**src/rtl/board_pkg.sv**
```systemverilog
// Shared board-input definitions: debounce FSM states and default timing constants at 100 MHz.
package board_pkg;

    typedef enum logic {
        STABLE   = 1'b0,
        CHANGING = 1'b1
    } db_state_t;

    localparam int DEBOUNCE_CYCLES_DEF = 1_000_000;
    localparam int REPEAT_CYCLES_DEF   = 25_000_000;

endpackage

```
**src/rtl/debounce_cell.sv**
```systemverilog
// One push-button: 2-flop synchronizer, STABLE/CHANGING debounce FSM and debounced level.
// `toggle` is high in the cycle before db changes, letting the parent register edge pulses aligned with db.
module debounce_cell
    import board_pkg::*;
#(
    parameter int DEBOUNCE_CYCLES = DEBOUNCE_CYCLES_DEF
) (
    input  logic clk0,
    input  logic rst0,
    input  logic raw,
    output logic db,
    output logic toggle
);

    localparam int CNT_W = $clog2(DEBOUNCE_CYCLES + 1);
    localparam logic [CNT_W-1:0] CNT_LAST = CNT_W'(DEBOUNCE_CYCLES - 1);

    logic             sync_p0;
    logic             sync_p1;
    db_state_t        state;
    db_state_t        state_nxt;
    logic [CNT_W-1:0] cnt;
    logic [CNT_W-1:0] cnt_nxt;
    logic             db_nxt;

    // synchronizer stages
    always_ff @(posedge clk0 or negedge rst0) begin
        if (!rst0) begin
            sync_p0 <= 1'b0;
            sync_p1 <= 1'b0;
        end else begin
            sync_p0 <= raw;
            sync_p1 <= sync_p0;
        end
    end

    always_ff @(posedge clk0 or negedge rst0) begin
        if (!rst0) begin
            state <= STABLE;
            cnt   <= '0;
            db    <= 1'b0;
        end else begin
            state <= state_nxt;
            cnt   <= cnt_nxt;
            db    <= db_nxt;
        end
    end

    // db flips on the cycle the count would reach DEBOUNCE_CYCLES; cnt never exceeds it
    always_comb begin
        state_nxt = state;
        cnt_nxt   = cnt;
        db_nxt    = db;
        toggle    = 1'b0;
        unique case (state)
            STABLE: begin
                cnt_nxt = '0;
                if (sync_p1 != db) begin
                    if (CNT_LAST == '0) begin
                        toggle = 1'b1;
                    end else begin
                        state_nxt = CHANGING;
                        cnt_nxt   = CNT_W'(1);
                    end
                end
            end
            CHANGING: begin
                if (sync_p1 == db) begin
                    state_nxt = STABLE;
                    cnt_nxt   = '0;
                end else if (cnt >= CNT_LAST) begin
                    toggle    = 1'b1;
                    state_nxt = STABLE;
                    cnt_nxt   = '0;
                end else begin
                    cnt_nxt = cnt + CNT_W'(1);
                end
            end
        endcase
        if (toggle) begin
            db_nxt = ~db;
        end
    end

endmodule

```
**src/rtl/btn_conditioner.sv**
```systemverilog
// Board input conditioning: debounced reset request (btnL), step pulse (btnR), synchronized switches.
// Optional auto-repeat of the step pulse while btnR is held: define BTN_CONDITIONER_AUTOREPEAT_EN.
module btn_conditioner
    import board_pkg::*;
#(
    parameter int DEBOUNCE_CYCLES = DEBOUNCE_CYCLES_DEF,
    parameter int SW_WIDTH        = 16,
    parameter int REPEAT_CYCLES   = REPEAT_CYCLES_DEF
) (
    input  logic                clk0,
    input  logic                rst0,
    input  logic                btn_l_raw,
    input  logic                btn_r_raw,
    input  logic [SW_WIDTH-1:0] sw_raw,
    output logic                rst_req,
    output logic                en_pulse,
    output logic [SW_WIDTH-1:0] sw_sync,
    output logic                btn_r_level
);

    if (DEBOUNCE_CYCLES < 1) begin : g_bad_debounce
        $error("DEBOUNCE_CYCLES must be at least 1");
    end
    if (REPEAT_CYCLES < 1) begin : g_bad_repeat
        $error("REPEAT_CYCLES must be at least 1");
    end

    logic                btn_l_toggle_unused;
    logic                r_db;
    logic                r_toggle;
    logic [SW_WIDTH-1:0] sw_p0;

    debounce_cell #(.DEBOUNCE_CYCLES(DEBOUNCE_CYCLES)) u_db_l (
        .clk0   (clk0),
        .rst0   (rst0),
        .raw    (btn_l_raw),
        .db     (rst_req),
        .toggle (btn_l_toggle_unused)
    );

    debounce_cell #(.DEBOUNCE_CYCLES(DEBOUNCE_CYCLES)) u_db_r (
        .clk0   (clk0),
        .rst0   (rst0),
        .raw    (btn_r_raw),
        .db     (r_db),
        .toggle (r_toggle)
    );

    assign btn_r_level = r_db;

    // switch synchronizer stages
    always_ff @(posedge clk0 or negedge rst0) begin
        if (!rst0) begin
            sw_p0   <= '0;
            sw_sync <= '0;
        end else begin
            sw_p0   <= sw_raw;
            sw_sync <= sw_p0;
        end
    end

`ifdef BTN_CONDITIONER_AUTOREPEAT_EN
    localparam int REP_W = $clog2(REPEAT_CYCLES + 1);
    localparam logic [REP_W-1:0] REP_LAST = REP_W'(REPEAT_CYCLES - 1);

    logic [REP_W-1:0] rep_cnt;
    logic             rep_fire;

    // no repeat in the cycle the level is about to drop
    assign rep_fire = r_db && !r_toggle && (rep_cnt == REP_LAST);

    always_ff @(posedge clk0 or negedge rst0) begin
        if (!rst0) begin
            rep_cnt  <= '0;
            en_pulse <= 1'b0;
        end else begin
            if (!r_db || r_toggle || rep_fire) begin
                rep_cnt <= '0;
            end else begin
                rep_cnt <= rep_cnt + REP_W'(1);
            end
            en_pulse <= (r_toggle && !r_db) || rep_fire;
        end
    end
`else
    // registered rising edge, coincident with btn_r_level going high
    always_ff @(posedge clk0 or negedge rst0) begin
        if (!rst0) begin
            en_pulse <= 1'b0;
        end else begin
            en_pulse <= r_toggle && !r_db;
        end
    end
`endif

endmodule

```
**config.mk**
```make
export PLATFORM = sky130hd
export DESIGN_NAME = btn_conditioner
export DESIGN_NICKNAME = d
export VERILOG_FILES = /design/src/rtl/board_pkg.sv /design/src/rtl/debounce_cell.sv /design/src/rtl/btn_conditioner.sv
export SDC_FILE = /design/constraint.sdc
export NUM_CORES = 1
export LEC_CHECK = 0
export ABC_AREA = 1
export CORE_MARGIN = 8
export CORE_UTILIZATION = 50
export CTS_BUF_LIST = sky130_fd_sc_hd__clkbuf_2
export DETAILED_ROUTE_END_ITERATION = 8
export GPL_TIMING_DRIVEN = 0
export HOLD_SLACK_MARGIN = 0.12
export PLACE_DENSITY_LB_ADDON = 0.12
export SETUP_SLACK_MARGIN = 0.3
export SYNTH_ARGS = -nofsm -noshare
export SYNTH_HDL_FRONTEND = slang
export SYNTH_SLANG_ARGS = --single-unit
```
**constraint.sdc**
```tcl
create_clock -name clk0 -period 1.93 [get_ports clk0]
set_input_delay 0.2895 -clock clk0 [delete_from_list [all_inputs] [get_ports clk0]]
set_output_delay 0.2895 -clock clk0 [all_outputs]
set_load 0.03 [all_outputs]
```
==> results.md <==
- Result of the run: finished clean
- Smallest hold slack: 0.245 ns
- Number of vias in the routed layout: 2488
- Leading cell type by number of instances after synthesis: sky130_fd_sc_hd__dfrtp_1
- Sequential share of the synthesized area: 0.577
- Skew-Pair Late Insertion Delay: 0.51 ns
- Post-DR vias/cell: 4.71
- Number of nets in the layout: 449
- Vertical die dimension: 99.8 µm
- Floorplan Core Area: 6790 µm²
- DPL Wire Length: 4540 µm
- Number of max-cap violations: 0
- Site row count: 30
- Wire length of the first global-routing pass: 11000 µm
- CTS root buf: sky130_fd_sc_hd__clkbuf_2
- I/O pin cnt: 39
- Critical Path Start Type: register
- Cell with the largest stage delay on the worst path: sky130_fd_sc_hd__dfrtp_1
- Total track usage: 0.141
- Worst slew margin relative to its limit: 0.671
- Clk buf depth: 2
- Power per cell area: 693 nW/µm²
- Worst clock skew: 0.0227 ns
- Sw Share: 0.265
- Count of H-tree levels built during CTS: 3
- Initial cell density of the core: 0.517
- List of most frequent post-synthesis cells: 81 x sky130_fd_sc_hd__dfrtp_1, 70 x sky130_fd_sc_hd__nand2_1, 52 x sky130_fd_sc_hd__nor2_1
- Number of global-route vias before repair: 2443
- Number of buffer cells added on primary ports: 38
- Clock group share of total power: 0.313
- Initial antenna violation count: 0
- Logic gate share of total power: 0.095
- Gate count after technology mapping: 350
- Startpoint-to-endpoint class of the critical path: reg -> reg
- Cell-internal power: 0.00221 W
- Iteration count of the initial detailed-routing pass: 4
- Routed wire length per instance: 12.7 µm
- Minimum period implied by the final worst setup slack: 1.54 ns
- Number of enable flip-flop cells after synthesis: 0
- Remaining design rule violation count: 0
- Peak per-stage delay on the critical path: 0.47 ns
- Pleak: 1.99 nW
- Kind of cell adding the most delay to the critical path: simple AND/OR/NAND/NOR gates
- Post-layout utilization of the core: 0.640
- Yosys warning total: 0
- Dominant cells by area after synthesis: sky130_fd_sc_hd__dfrtp_1 58%, sky130_fd_sc_hd__nand2_1 7.5%, sky130_fd_sc_hd__nor2_1 5.6%
- DRC marker count from the first detailed-route iteration: 125
- Fmax: 648 MHz
- # diodes: 0
- P&R area growth vs syn: 23.8%
- Number of endpoints failing setup at the final stage: 0
- Buffer and inverter count on the worst path: 2
- Cts bufs inserted: 9
- Setup TNS: 0 ns
- Summed instance area of the synthesized netlist: 3510 µm²
- ANT nets after route: 0
- Distinct cell type count of the synthesized netlist: 31
- Setup WS pre-CTS: 0.337 ns
- CTS tree: done
- Final critical-path setup slack: 0.387 ns
- Endpoints failing hold: 0
- CP arrival: 1.98 ns
- Total congestion overflow: 0
- Synthesized area divided by synthesized cell count: 10.0 µm²
- Share of the synthesized area in the top cell type: 0.577
- Final number of max-transition violations: 0
- Unrepaired setup endpoints after global routing: true
- Relative contribution of sequential cells to total power: 0.592
- Final period utilization: 0.799
- Biggest fanout along the worst timing path: 5
- Wire length reported by the detailed router: 6680 µm
- Synthesized Nets: 372
- Cell taking the most area after synthesis: sky130_fd_sc_hd__dfrtp_1
- Share of flip-flops with an asynchronous set or reset after synthesis: 1.00
- Proportion of layout cells with a drive suffix above 1: 0.222
- Placed cell areas: 4030 µm²
- Least-Margin Pin Slew: 0.494 ns
- Kind of end point of the critical path: register
- Required time of the critical path: 2.37 ns
- Pin count of the biggest net entering global routing: 44
- Net switching power of the design: 0.000800 W
- Count of state elements after synthesis: 81
- Synth Flop Type: sky130_fd_sc_hd__dfrtp_1
- Class of the most critical hold timing path: in -> async
- Weighted congestion reported at the end of routability-driven placement: 0.820
- Area of all placed cells without fillers: 4350 µm²
- Maximum vdd ir drop: 0.000532 V
- Clock transition time at the flip-flop clock pins of the worst setup and hold paths: 0.24 ns
- Total die area: 9960 µm²
- Cells traversed along the worst timing path: ha_4, inv_1, nor3_4, nand3_2, nand4_4, clkbuf_4, o21ai_2
- Die extent in x: 99.8 µm
- Clock sink total: 81
==> power groups by stage <==
stage	sequential, W	combinational (W)	clock, W
floorplan	0.00184	0.0000776	0
global placement	0.00181	0.000238	0
detailed placement	0.00181	0.000243	0
CTS	0.00178	0.000261	0.000982
global route	0.00179	0.000316	0.00105
finish	0.00178	0.000286	0.000943
==> area by class of cell <==
| class | count | area, µm² |
|---|---|---|
| Fill cell | 548 | 2450 |
| Sequential cell | 81 | 2030 |
| Multi-Input combinational cell | 230 | 1340 |
| Timing Repair Buffer | 66 | 553 |
| Inverter | 35 | 133 |
| Tap cell | 96 | 120 |
| Clock inverter | 6 | 73.8 |
| Clock buffer | 10 | 50.0 |
| Buffer | 4 | 48.8 |
==> registers in the layout, summed over array words and instances (netlist names), 16 cells and up <==
signal / count
u_db_r.cnt: 20
sw_sync: 16
u_db_l.cnt: 20
sw_p0: 16
==> per-layer routing <==
metal / global-route usage / up-vias / part of all wire
met5: 0 / - / 0
met4: 0.0384 / 0 / 0.0054
met3: 0.0830 / 2 / 0.083
met2: 0.208 / 51 / 0.47
met1: 0.170 / 1187 / 0.44
li1: - / 1248 / -
==> worst paths after layout <==
path                                         startpoint  slack (ns)                 endpoint  cells after the start
worst max register to register  u_db_r.cnt[0]$_DFF_PN0_        0.39   u_db_r.state$_DFF_PN0_                      7
worst max-delay path            u_db_r.cnt[0]$_DFF_PN0_        0.39   u_db_r.state$_DFF_PN0_                      7
max in group asynchronous                          rst0        1.11     sw_sync[8]$_DFF_PN0_                      3
min in group clk0                    sw_p0[6]$_DFF_PN0_        0.38     sw_sync[6]$_DFF_PN0_                      0
worst min register to register       sw_p0[6]$_DFF_PN0_        0.38     sw_sync[6]$_DFF_PN0_                      0
worst min-delay path                               rst0        0.24  u_db_r.cnt[6]$_DFF_PN0_                      2
==> kinds of logic (layout without fill, tap and decap cells) <==
logic type / after synthesis / after routing / share of synthesized area
xor gates and xnor gates: 26 / 26 / 0.0649
adders and majority gates: 2 / 2 / 0.00713
buffers and inverters: 39 / 121 / 0.0506
DFF: 81 / 81 / 0.577
AOI/OAI and AO/OA: 11 / 11 / 0.0214
and+or+nand+nor: 191 / 191 / 0.279
==> cell usage in the layout, fill, tap and decap left out, types with 2 or more instances in the layout <==
cell type                         instances
sky130_fd_sc_hd__dlygate4sd3_1           19
sky130_fd_sc_hd__inv_1                   34
sky130_fd_sc_hd__nand2_2                  7
sky130_fd_sc_hd__buf_2                   10
sky130_fd_sc_hd__buf_6                    3
sky130_fd_sc_hd__o21bai_1                 2
sky130_fd_sc_hd__clkbuf_2                19
sky130_fd_sc_hd__nand3_1                 12
sky130_fd_sc_hd__nand2_4                  2
sky130_fd_sc_hd__ha_4                     2
sky130_fd_sc_hd__nor2_2                  11
sky130_fd_sc_hd__buf_4                    8
sky130_fd_sc_hd__nand3_2                  5
sky130_fd_sc_hd__xnor2_1                 13
sky130_fd_sc_hd__nor3_1                   6
sky130_fd_sc_hd__xor2_1                  13
sky130_fd_sc_hd__dfrtp_1                 81
sky130_fd_sc_hd__a21oi_1                  2
sky130_fd_sc_hd__nor2_4                   5
sky130_fd_sc_hd__clkinv_4                 2
sky130_fd_sc_hd__nor2_1                  52
sky130_fd_sc_hd__nand2_1                 69
sky130_fd_sc_hd__a21oi_2                  2
sky130_fd_sc_hd__nor3_2                   7
sky130_fd_sc_hd__o21ai_0                  2
sky130_fd_sc_hd__clkdlybuf4s50_1         18
sky130_fd_sc_hd__nand4_1                  9
sky130_fd_sc_hd__inv_6                    3
==> metrics by stage <==
step / total power [W] / instances
2_1_floorplan: 0.00192 / 350
3_3_place_gp: 0.00204 / 484
3_5_place_dp: 0.00205 / 485
4_1_cts: 0.00302 / 513
5_1_grt: 0.00316 / 528
6_report: 0.00301 / 528
==> what timing repair did <==
action	CTS	global route
setup buffers	1	6
resized for setup	44	41
hold buffers	11	8
endpoints found under the setup margin	21	60
endpoints found under the hold margin	91	8
cloned	0	1
pin swaps	0	3
No activity file was read; power rests on OpenSTA's default activity.
